`src/rtl/bram_debug_sequencer.sv`:
```
// Host-driven loader/dumper for the RV32Core BRAM debug ports.
// Also issues a timed CPU reset pulse; one command at a time.
module bram_debug_sequencer #(
  parameter int CHANNELS   = 2,
  parameter int WORDS      = 4096,
  parameter int RD_LATENCY = 1,
  parameter int RST_CYCLES = 5,
  localparam int CW = (CHANNELS > 1) ? $clog2(CHANNELS) : 1
) (
  input  logic                    CPU_CLK,
  input  logic                    CPU_RST,
  input  logic                    cmd_valid,
  output logic                    cmd_ready,
  input  logic [1:0]              cmd_op,
  input  logic [CW-1:0]           cmd_chan,
  input  logic [12:0]             cmd_count,
  input  logic                    in_valid,
  output logic                    in_ready,
  input  logic [31:0]             in_data,
  input  logic                    in_last,
  output logic                    out_valid,
  input  logic                    out_ready,
  output logic [31:0]             out_addr,
  output logic [31:0]             out_data,
  output logic [32*CHANNELS-1:0]  dbg_a2,
  output logic [32*CHANNELS-1:0]  dbg_wd2,
  output logic [4*CHANNELS-1:0]   dbg_we2,
  input  logic [32*CHANNELS-1:0]  dbg_rd2,
  output logic                    CPU_RST_OUT,
  output logic                    busy,
  output logic                    cmd_err
);

  localparam int RC = $clog2(RST_CYCLES + 1);
  localparam int RW = (RC > 3) ? RC : 3;

  typedef enum logic [2:0] {
    IDLE,
    LOAD,
    DUMP_ADDR,
    DUMP_WAIT,
    DUMP_OUT,
    RSTP
  } state_t;

  state_t state;
  state_t nextState;

  logic [CW-1:0] chanQ;
  logic [12:0]   countQ;
  logic [12:0]   idx;
  logic [2:0]    waitCnt;
  logic [RW-1:0] rstCnt;
  logic [31:0]   a2Q [CHANNELS];
  logic [31:0]   wdQ [CHANNELS];
  logic [3:0]    weQ [CHANNELS];
  logic [31:0]   outAddrQ;
  logic [31:0]   outDataQ;
  logic          errQ;
  logic [31:0]   rdSel;

  logic accept;
  logic bad;
  logic start;
  logic beat;
  logic lastBeat;
  logic rdDone;
  logic popOut;
  logic lastIdx;

  function automatic logic [31:0] wordAddr(input logic [12:0] i);
    return {17'd0, i, 2'b00};
  endfunction

  assign accept   = cmd_valid && (state == IDLE);
  assign bad      = (cmd_op == 2'd3)
                 || (32'(cmd_chan) >= CHANNELS)
                 || (32'(cmd_count) > WORDS);
  assign start    = accept && !bad
                 && ((cmd_op == 2'd2) || (cmd_count != 13'd0));
  assign lastIdx  = (idx + 13'd1) == countQ;
  assign beat     = (state == LOAD) && in_valid;
  assign lastBeat = beat && (lastIdx || in_last);
  assign rdDone   = (state == DUMP_WAIT)
                 && (waitCnt == 3'(RD_LATENCY - 1));
  assign popOut   = (state == DUMP_OUT) && out_ready;
  assign rdSel    = dbg_rd2[int'(chanQ)*32 +: 32];

  always_ff @(posedge CPU_CLK or negedge CPU_RST) begin
    if (!CPU_RST) state <= IDLE;
    else          state <= nextState;
  end

  always_comb begin
    nextState = state;
    unique case (state)
      IDLE: begin
        if (start) begin
          unique case (cmd_op)
            2'd0:    nextState = LOAD;
            2'd1:    nextState = DUMP_ADDR;
            default: nextState = RSTP;
          endcase
        end
      end
      LOAD:      if (lastBeat) nextState = IDLE;
      DUMP_ADDR: nextState = DUMP_WAIT;
      DUMP_WAIT: if (rdDone) nextState = DUMP_OUT;
      DUMP_OUT: begin
        if (popOut) nextState = lastIdx ? IDLE : DUMP_ADDR;
      end
      RSTP: begin
        if (rstCnt == RW'(RST_CYCLES - 1)) nextState = IDLE;
      end
      default:   nextState = IDLE;
    endcase
  end

  always_comb begin
    cmd_ready   = (state == IDLE);
    in_ready    = (state == LOAD);
    out_valid   = (state == DUMP_OUT);
    busy        = (state != IDLE);
    CPU_RST_OUT = (state == RSTP);
    cmd_err     = errQ;
    out_addr    = outAddrQ;
    out_data    = outDataQ;
  end

  always_ff @(posedge CPU_CLK or negedge CPU_RST) begin
    if (!CPU_RST) begin
      chanQ    <= '0;
      countQ   <= '0;
      idx      <= '0;
      waitCnt  <= '0;
      rstCnt   <= '0;
      outAddrQ <= '0;
      outDataQ <= '0;
      errQ     <= 1'b0;
      for (int c = 0; c < CHANNELS; c++) begin
        a2Q[c] <= '0;
        wdQ[c] <= '0;
        weQ[c] <= '0;
      end
    end else begin
      errQ <= accept && bad;
      for (int c = 0; c < CHANNELS; c++) weQ[c] <= '0;
      if (start) begin
        chanQ  <= cmd_chan;
        countQ <= cmd_count;
        idx    <= '0;
      end
      if (start && (cmd_op == 2'd1)) a2Q[cmd_chan] <= '0;
      // Write strobe is registered: the BRAM commits on the next edge.
      if (beat) begin
        a2Q[chanQ] <= wordAddr(idx);
        wdQ[chanQ] <= in_data;
        weQ[chanQ] <= 4'hF;
        idx        <= idx + 13'd1;
      end
      if (state == DUMP_WAIT) waitCnt <= waitCnt + 3'd1;
      else                    waitCnt <= '0;
      if (rdDone) begin
        outDataQ <= rdSel;
        outAddrQ <= wordAddr(idx);
      end
      // Present the next address on entry to DUMP_ADDR.
      if (popOut) begin
        idx <= idx + 13'd1;
        if (!lastIdx) a2Q[chanQ] <= wordAddr(idx + 13'd1);
      end
      if (state == RSTP) rstCnt <= rstCnt + RW'(1);
      else               rstCnt <= '0;
    end
  end

  for (genvar g = 0; g < CHANNELS; g++) begin : gFlat
    assign dbg_a2[g*32 +: 32] = a2Q[g];
    assign dbg_wd2[g*32 +: 32] = wdQ[g];
    assign dbg_we2[g*4 +: 4]  = weQ[g];
  end

endmodule

```
`config.mk`:
```
export PLATFORM = sky130hd
export DESIGN_NAME = bram_debug_sequencer
export DESIGN_NICKNAME = d
export VERILOG_FILES = /design/src/rtl/bram_debug_sequencer.sv
export SDC_FILE = /design/constraint.sdc
export NUM_CORES = 1
export LEC_CHECK = 0
export ABC_AREA = 1
export CAP_MARGIN = 0
export CORE_AREA = 2 2 177 179
export DETAILED_ROUTE_END_ITERATION = 12
export DIE_AREA = 0 0 179 181
export PLACE_DENSITY = 0.64
export SLEW_MARGIN = 20
export SYNTH_ARGS = -nofsm -noshare
export SYNTH_HDL_FRONTEND = slang
export SYNTH_SLANG_ARGS = --single-unit
```
`constraint.sdc`:
```
create_clock -name CPU_CLK -period 2.3 [get_ports CPU_CLK]
set_clock_uncertainty 0.15 [all_clocks]
set_input_delay 0.345 -clock CPU_CLK [delete_from_list [all_inputs] [get_ports CPU_CLK]]
set_output_delay 0.345 -clock CPU_CLK [all_outputs]
set_load 0.02 [all_outputs]
```
==> impl_metrics.prom, run 1 <==
# TYPE chip_impl_metric gauge
chip_impl_metric{name="synthesis.area_per_instance",unit="µm²"} 8.67
chip_impl_info{name="cts_tree",value="built"} 1
chip_impl_metric{name="netlist_instances",unit=""} 1107
chip_impl_metric{name="cts_max_path_buffers",unit=""} 3
chip_impl_metric{name="clkPwrFrac",unit=""} 0.210
chip_impl_info{name="worstHoldPathType",value="input pin to asynchronous set/reset pin"} 1
chip_impl_metric{name="first_pass_grt_wire_length",unit="µm"} 45900
chip_impl_metric{name="critPathMaxStageDelay",unit="ns"} 0.42
chip_impl_metric{name="cts.reportedPaths.clkPinSlew",unit="ns"} 0.06
chip_impl_metric{name="dp_hpwl",unit="µm"} 21000
chip_impl_metric{name="rows",unit=""} 64
chip_impl_info{name="critical_path.startpoint_type",value="flip-flop"} 1
chip_impl_info{name="cts_root_buf",value="clkbuf_16"} 1
chip_impl_metric{name="worstPathArrival",unit="ns"} 2.68
chip_impl_info{name="combinational_family_with_the_most_area_after_synthesis",value="simple AND/OR/NAND/NOR gates"} 1
chip_impl_metric{name="floorplan.core_area",unit="mm²"} 0.0303
chip_impl_metric{name="post_synth_xor_area_fraction",unit=""} 0.0104
chip_impl_metric{name="drt-initial-drc-count",unit=""} 434
chip_impl_metric{name="synth-compound-area-share",unit=""} 0.109
chip_impl_metric{name="m1_wire_length",unit="µm"} 12500
chip_impl_metric{name="fraction_of_the_yosys_area_taken_by_sequential_cells",unit=""} 0.553
chip_impl_metric{name="internal_power",unit="µW"} 11200
chip_impl_metric{name="switchingPower",unit="µW"} 7390
chip_impl_metric{name="cts_buffers",unit=""} 24
chip_impl_metric{name="synth.mux.area_fraction",unit=""} 0
chip_impl_metric{name="routed_wirelength",unit="µm"} 29300
chip_impl_metric{name="routed-via-count",unit=""} 8596
chip_impl_info{name="crit_type",value="flip-flop to flip-flop"} 1
chip_impl_metric{name="synth.ff_latch_count",unit=""} 212
chip_impl_metric{name="post-route-period-util",unit=""} 1.05
chip_impl_metric{name="die_h",unit="µm"} 181
chip_impl_info{name="crit_path_cell_trace",value="ha_4 > buf_6 > xnor2_4 > nand2_1 > nand2_1 > nor2_1 > nand3_1 > nand3b_1 > nor2_2 > nand3b_4 > nand2_8 > buf_4 > nand2_1 > nand2_1 > inv_1"} 1
chip_impl_metric{name="routability_congestion_estimate",unit=""} 0.873
chip_impl_metric{name="synth.lib_cells_used.distinct",unit=""} 43
chip_impl_info{name="slowest_stage",value="dfrtp_1"} 1
chip_impl_metric{name="cp.required",unit="ns"} 2.57
chip_impl_metric{name="finish.cell_count_without_fillers",unit=""} 1880
chip_impl_metric{name="clock.fmax",unit="MHz"} 416
chip_impl_metric{name="cp_max_fo",unit=""} 5
chip_impl_metric{name="fin_area",unit="mm²"} 0.0148
chip_impl_metric{name="globalRoute.totalOverflow",unit=""} 0
chip_impl_metric{name="final-max-slew-violation-count",unit=""} 0
chip_impl_metric{name="floorplan.die_area",unit="mm²"} 0.0324
chip_impl_metric{name="die_wd",unit="µm"} 179
chip_impl_metric{name="placement.setup.worst_slack",unit="ns"} -0.214
chip_impl_metric{name="layout-area-overhead-vs-synth",unit="%"} 54.6
chip_impl_metric{name="place.detailed.instances",unit=""} 1814
chip_impl_metric{name="clkSinkCount",unit=""} 212
chip_impl_metric{name="fraction_of_final_layout_cells_sized_beyond_drive_strength_1",unit=""} 0.175
chip_impl_metric{name="drv.max_cap_violation_count",unit=""} 0
chip_impl_metric{name="num-nets-final",unit=""} 1588
chip_impl_metric{name="clk_lat_worst_skew",unit="ns"} 0.52
chip_impl_metric{name="antenna_left",unit=""} 0
chip_impl_metric{name="ios",unit=""} 324
chip_impl_metric{name="placed_cell_area",unit="mm²"} 0.0134
chip_impl_metric{name="met3WireLength",unit="µm"} 2350
chip_impl_metric{name="first_global_vias",unit=""} 8299
chip_impl_metric{name="ir_drop",unit="mV"} 0.660
chip_impl_metric{name="drt-wirelength-per-cell",unit="µm"} 15.6
chip_impl_info{name="outcome",value="complete, but fails checks"} 1
chip_impl_metric{name="totalNegativeSetupSlack",unit="ns"} -3.54
chip_impl_metric{name="remaining_drc_errors",unit=""} 0
chip_impl_info{name="highest_routed_layer",value="met4"} 1
chip_impl_metric{name="synth.cell_area",unit="mm²"} 0.00960
chip_impl_info{name="critPathCaptureType",value="flip-flop"} 1
chip_impl_metric{name="power_frac_seq",unit=""} 0.319
chip_impl_metric{name="detailroute.wirelength.met2",unit="µm"} 13800
chip_impl_metric{name="power.share.switching",unit=""} 0.397
chip_impl_info{name="cell_repeated_most_along_the_worst_path",value="nand2_1"} 1
chip_impl_metric{name="power_density_over_cell_area",unit="mW/mm²"} 1250
chip_impl_info{name="grt_setup_unrepaired",value="true"} 1
chip_impl_metric{name="htreeDepth",unit=""} 1
chip_impl_metric{name="synth_warnings",unit=""} 0
chip_impl_metric{name="worst_slack",unit="ns"} -0.105
chip_impl_metric{name="synthSimpleGateAreaFrac",unit=""} 0.220
chip_impl_metric{name="fin_crit",unit="ns"} 2.40
chip_impl_info{name="violations",value="negative setup slack"} 1
chip_impl_metric{name="worst_hold_margin",unit="ns"} 0.177
chip_impl_metric{name="track_usage",unit=""} 0.177
chip_impl_metric{name="initial_core_utilization",unit=""} 0.316
chip_impl_metric{name="grt_max_degree",unit=""} 65
chip_impl_metric{name="hold_violations",unit=""} 0
chip_impl_metric{name="setup-violations-final",unit=""} 57
chip_impl_metric{name="avgViaCountPerCell",unit=""} 4.57
chip_impl_metric{name="antenna_violations_before_repair",unit=""} 2
chip_impl_metric{name="port-buffer-count",unit=""} 304
chip_impl_metric{name="final.fill_count",unit=""} 2824
chip_impl_metric{name="p_comb_frac",unit=""} 0.471
chip_impl_metric{name="post_synth_fa_ha_maj_area_fraction",unit=""} 0.00652
chip_impl_metric{name="total_leakage_power",unit="µW"} 0.00691
chip_impl_metric{name="number_of_optimization_iterations_in_the_first_detailed_route_pass",unit=""} 5
## registers in the layout, indices dropped and copies added, names as in the netlist, 2 cells and up
signal,count
countQ,13
dbg_a2,64
dbg_wd2,64
dbg_we2,2
idx,13
out_addr,13
out_data,32
rstCnt,3
state,3
waitCnt,3
## layer usage
metal,global-route usage,up-vias
li1,-,4199
met1,0.237,4065
met2,0.282,290
met3,0.0486,42
met4,0.0426,0
met5,0,-
## stage by stage
step	util	power [µW]
2_1_floorplan	-	10300
3_3_place_gp	0.441	14300
3_5_place_dp	0.441	14400
4_1_cts	0.474	18500
5_1_grt	0.489	19900
6_report	0.489	18600
## kinds of logic (layout without fill, tap and decap cells)
family / count (synthesis) / count (layout)
AOI/OAI and AO/OA: 192 / 192
xor gates and xnor gates: 9 / 9
adders and majority gates: 5 / 5
buffers and inverters: 209 / 566
DFF: 212 / 212
other: 1 / 20
and+or+nand+nor: 479 / 480
## what timing repair did
action                                  4_1_cts  5_1_grt
hold endpoints to repair                     80        0
hold buffers                                  1        0
gates resized for setup                      20       91
endpoints found under the setup margin       64       69
cloned                                        3        4
pin swaps                                     5       14
setup buffers                                 6        7
## critical path, delay by kind of cell (launching register included)
kind,cells,cell delay (ns)
simple gates,10,1.09
flops,1,0.42
buf+inv,3,0.29
fa+ha+maj,1,0.21
xor+xnor,1,0.14
## power groups by stage
stage | registers (µW) | logic (µW) | clock network [µW]
3_3_place_gp | 5900 | 8360 | 0
6_report | 5940 | 8760 | 3910
3_5_place_dp | 5960 | 8420 | 0
4_1_cts | 5940 | 8530 | 4040
2_1_floorplan | 7170 | 3130 | 0
5_1_grt | 6120 | 9590 | 4180
## area by class of cell
class | count | area, µm² | share of cell area
Timing Repair Buffer | 386 | 3950 | 0.266
Clock buffer | 33 | 696 | 0.0469
Tap cell | 396 | 495 | 0.0334
Sequential cell | 212 | 5310 | 0.357
Multi-Input combinational cell | 705 | 3770 | 0.254
Clock inverter | 11 | 109 | 0.00733
Antenna cell | 1 | 2.50 | 0.000169
Inverter | 136 | 513 | 0.0346
## worst paths after layout
path	slack [ns]	startpoint	end	cells past startpoint
min in group CPU_CLK	0.24	dbg_rd2[10]	out_data[10]	3
min reg2reg	0.31	waitCnt[0]	waitCnt[0]	1
max reg2reg	-0.10	idx[0]	dbg_a2[35]	15
min	0.18	CPU_RST	dbg_wd2[27]	2
max	-0.10	idx[0]	dbg_a2[35]	15
max in group asynchronous	1.18	CPU_RST	countQ[9]	3
## cells in the mapped netlist, drive strengths merged
| library cell | number | share of area |
|---|---|---|
| xor2 | 4 | 0.0044 |
| xnor2 | 4 | 0.0036 |
| or2 | 2 | 0.0013 |
| a21oi | 9 | 0.0055 |
| ha | 5 | 0.0065 |
| o21ai | 129 | 0.068 |
| clkbuf | 27 | 0.011 |
| nand3 | 59 | 0.033 |
| a31oi | 33 | 0.022 |
| o22ai | 19 | 0.012 |
| nor3 | 2 | 0.0010 |
| xnor3 | 1 | 0.0023 |
| conb | 1 | 0.00039 |
| inv | 136 | 0.053 |
| nand4 | 3 | 0.0042 |
| and3 | 3 | 0.0020 |
| buf | 46 | 0.036 |
| a21boi | 1 | 0.00078 |
| nand2 | 309 | 0.13 |
| o21bai | 1 | 0.00078 |
| nand3b | 4 | 0.0044 |
| nor2 | 97 | 0.047 |
| dfrtp | 212 | 0.55 |
## cell usage in the layout (no fill, tap or decap), types with 33 or more instances in the layout
cell type / instances
dfrtp_1: 211
nor2_1: 63
nand3_1: 35
nand2_1: 270
clkdlybuf4s50_1: 298
buf_4: 56
o21ai_0: 111
inv_1: 116
a31oi_1: 33
(Power assumes the default switching activity.)
==> inputs of run 2 (changes only) <==
RECOVER_POWER = 25   (was default)
==> impl_metrics.prom, run 2 (synthesis results as in run 1) <==
# TYPE chip_impl_metric gauge
chip_impl_metric{name="cts_buffers",unit=""} 24
chip_impl_info{name="violations",value="negative setup slack"} 1
chip_impl_metric{name="avgViaCountPerCell",unit=""} 4.58
chip_impl_info{name="mostFrequentLayoutCells",value="clkdlybuf4s50_1 (298), nand2_1 (270), dfrtp_1 (211)"} 1
chip_impl_metric{name="remaining_drc_errors",unit=""} 0
chip_impl_metric{name="num-nets-final",unit=""} 1588
chip_impl_metric{name="cp.required",unit="ns"} 2.60
chip_impl_metric{name="max_slew_margin",unit=""} 0.273
chip_impl_metric{name="initial_core_utilization",unit=""} 0.316
chip_impl_metric{name="power_density_over_cell_area",unit="mW/mm²"} 1260
chip_impl_metric{name="port-buffer-count",unit=""} 304
chip_impl_metric{name="cp_max_fo",unit=""} 9
chip_impl_metric{name="clk_lat_worst_skew",unit="ns"} 0.52
chip_impl_metric{name="rows",unit=""} 64
chip_impl_metric{name="worstPathArrival",unit="ns"} 2.70
chip_impl_metric{name="grt_max_degree",unit=""} 65
chip_impl_info{name="grt_setup_unrepaired",value="true"} 1
chip_impl_metric{name="placed_cell_area",unit="mm²"} 0.0134
chip_impl_info{name="most_common_library_cell_in_the_layout_ignoring_fill_and_taps",value="clkdlybuf4s50_1"} 1
chip_impl_info{name="cts_tree",value="built"} 1
chip_impl_metric{name="fin_util",unit=""} 0.488
chip_impl_metric{name="final.fill_count",unit=""} 2832
chip_impl_metric{name="setup-violations-final",unit=""} 59
chip_impl_metric{name="fin_area",unit="mm²"} 0.0148
chip_impl_metric{name="final-max-slew-violation-count",unit=""} 0
chip_impl_metric{name="fin_crit",unit="ns"} 2.40
chip_impl_metric{name="drt-wirelength-per-cell",unit="µm"} 15.6
chip_impl_metric{name="antenna_violations_before_repair",unit=""} 2
chip_impl_metric{name="worst_slack",unit="ns"} -0.103
chip_impl_info{name="outcome",value="complete, but fails checks"} 1
chip_impl_metric{name="finish.cell_count_without_fillers",unit=""} 1880
chip_impl_metric{name="routed-via-count",unit=""} 8604
chip_impl_metric{name="antenna_left",unit=""} 0
chip_impl_metric{name="drt-initial-drc-count",unit=""} 435
chip_impl_metric{name="ios",unit=""} 324
chip_impl_info{name="worstHoldPathType",value="input pin to flip-flop"} 1
chip_impl_metric{name="layout-area-overhead-vs-synth",unit="%"} 54.1
chip_impl_metric{name="first_global_vias",unit=""} 8299
chip_impl_info{name="critPathCaptureType",value="flip-flop"} 1
chip_impl_metric{name="routed_wirelength",unit="µm"} 29400
chip_impl_metric{name="post-route-period-util",unit=""} 1.04
chip_impl_metric{name="die_wd",unit="µm"} 179
chip_impl_metric{name="drv.max_cap_violation_count",unit=""} 0
chip_impl_metric{name="hold_violations",unit=""} 0
chip_impl_metric{name="cts.reportedPaths.clkPinSlew",unit="ns"} 0.06
chip_impl_metric{name="routability_congestion_estimate",unit=""} 0.873
chip_impl_metric{name="globalRoute.totalOverflow",unit=""} 0
chip_impl_info{name="cts_root_buf",value="clkbuf_16"} 1
chip_impl_info{name="regToRegStartpoint",value="idx[0]"} 1
chip_impl_info{name="crit_type",value="flip-flop to flip-flop"} 1
chip_impl_metric{name="floorplan.die_area",unit="mm²"} 0.0324
chip_impl_metric{name="number_of_optimization_iterations_in_the_first_detailed_route_pass",unit=""} 5
chip_impl_info{name="critical_path.startpoint_type",value="flip-flop"} 1
chip_impl_metric{name="htreeDepth",unit=""} 1
chip_impl_metric{name="first_pass_grt_wire_length",unit="µm"} 45900
chip_impl_info{name="critical_path.startpoint",value="idx[0]"} 1
chip_impl_metric{name="track_usage",unit=""} 0.177
chip_impl_metric{name="die_h",unit="µm"} 181
chip_impl_metric{name="clock.fmax",unit="MHz"} 416
chip_impl_metric{name="floorplan.core_area",unit="mm²"} 0.0303
chip_impl_metric{name="fraction_of_final_layout_cells_sized_beyond_drive_strength_1",unit=""} 0.175
chip_impl_metric{name="ir_drop",unit="mV"} 0.660
chip_impl_metric{name="total_leakage_power",unit="µW"} 0.00689
chip_impl_metric{name="worst_hold_margin",unit="ns"} 0.237
chip_impl_metric{name="placement.setup.worst_slack",unit="ns"} -0.214
chip_impl_metric{name="worst-slew-pin-transition",unit="ns"} 1.09
chip_impl_metric{name="dp_hpwl",unit="µm"} 21000
chip_impl_metric{name="clkSinkCount",unit=""} 212
chip_impl_metric{name="place.detailed.instances",unit=""} 1814
chip_impl_metric{name="cts_max_path_buffers",unit=""} 3
chip_impl_info{name="hp-start",value="dbg_rd2[10]"} 1
run 2: changes by cell type in the layout (fill, tap and decap cells not counted), sizes merged:
cell / delta
buf: -3
clkbuf: +3
run 2: layout make-up:
class / instances / area, µm² / area share
diodes: 1 / 2.50 / 0.000169
clock buffers: 33 / 696 / 0.0470
clock inverters: 11 / 109 / 0.00736
inverters: 136 / 513 / 0.0347
multi-input cells: 705 / 3770 / 0.255
flip-flops and latches: 212 / 5310 / 0.359
well taps: 396 / 495 / 0.0335
repair buffers: 386 / 3910 / 0.264
run 2: path summary, 6_finish.rpt:
check | cells past startpoint | slack [ns] | to
setup / recovery | 14 | -0.10 | dbg_a2[36]
hold / removal | 3 | 0.24 | out_data[10]
setup reg to reg | 14 | -0.10 | dbg_a2[36]
hold reg to reg | 1 | 0.31 | waitCnt[0]
max in group asynchronous | 3 | 0.21 | dbg_wd2[2]
min in group asynchronous | 2 | 0.42 | dbg_wd2[27]
run 2: layer usage:
layer  share of wire  vias up  routed length (µm)  track usage
met5               0        -                   0            0
met2            0.47      294               13700        0.282
met4           0.024        0                 706       0.0426
met3           0.081       42                2380       0.0486
met1            0.43     4067               12500        0.237
li1                -     4201                   -            -
run 2: where the power goes:
part	internal (µW)	switching [µW]	total [µW]	leakage (µW)
Combinational	3810	4930	8750	0.00375
Sequential	5070	878	5940	0.00274
Clock	2340	1570	3910	0.000406
Total	11200	7380	18600	0.00689
run 2: worst max-delay path, cell delays in order, from the launching register on:
cell and delay [ns]:
dfrtp_1 0.42, ha_4 0.21, buf_6 0.13, xnor2_4 0.14, nand2_1 0.07, nand2_1 0.06
nor2_1 0.09, nand3_1 0.13, nand3b_1 0.20, nor2_2 0.15, nand3b_4 0.15, nand2_8 0.15
clkbuf_16 0.18, nand2_1 0.05, o21ai_1 0.06
run 2: through the flow:
| step | setup TNS [ns] | total power, µW |
|---|---|---|
| global route | -21.76 | 19900 |
| detailed placement | -11.62 | 14400 |
| finish | -3.63 | 18600 |
| CTS | -1.10 | 18500 |
| floorplan | 0 | 10300 |
| global placement | -8.09 | 14300 |
run 2: timing repair:
item,4_1_cts,5_1_grt
gates cloned,3,4
hold buffers,1,0
endpoints found under the hold margin,80,0
resized for setup,20,91
setup buffers,6,7
endpoints found under the setup margin,64,69
pin swaps,5,14
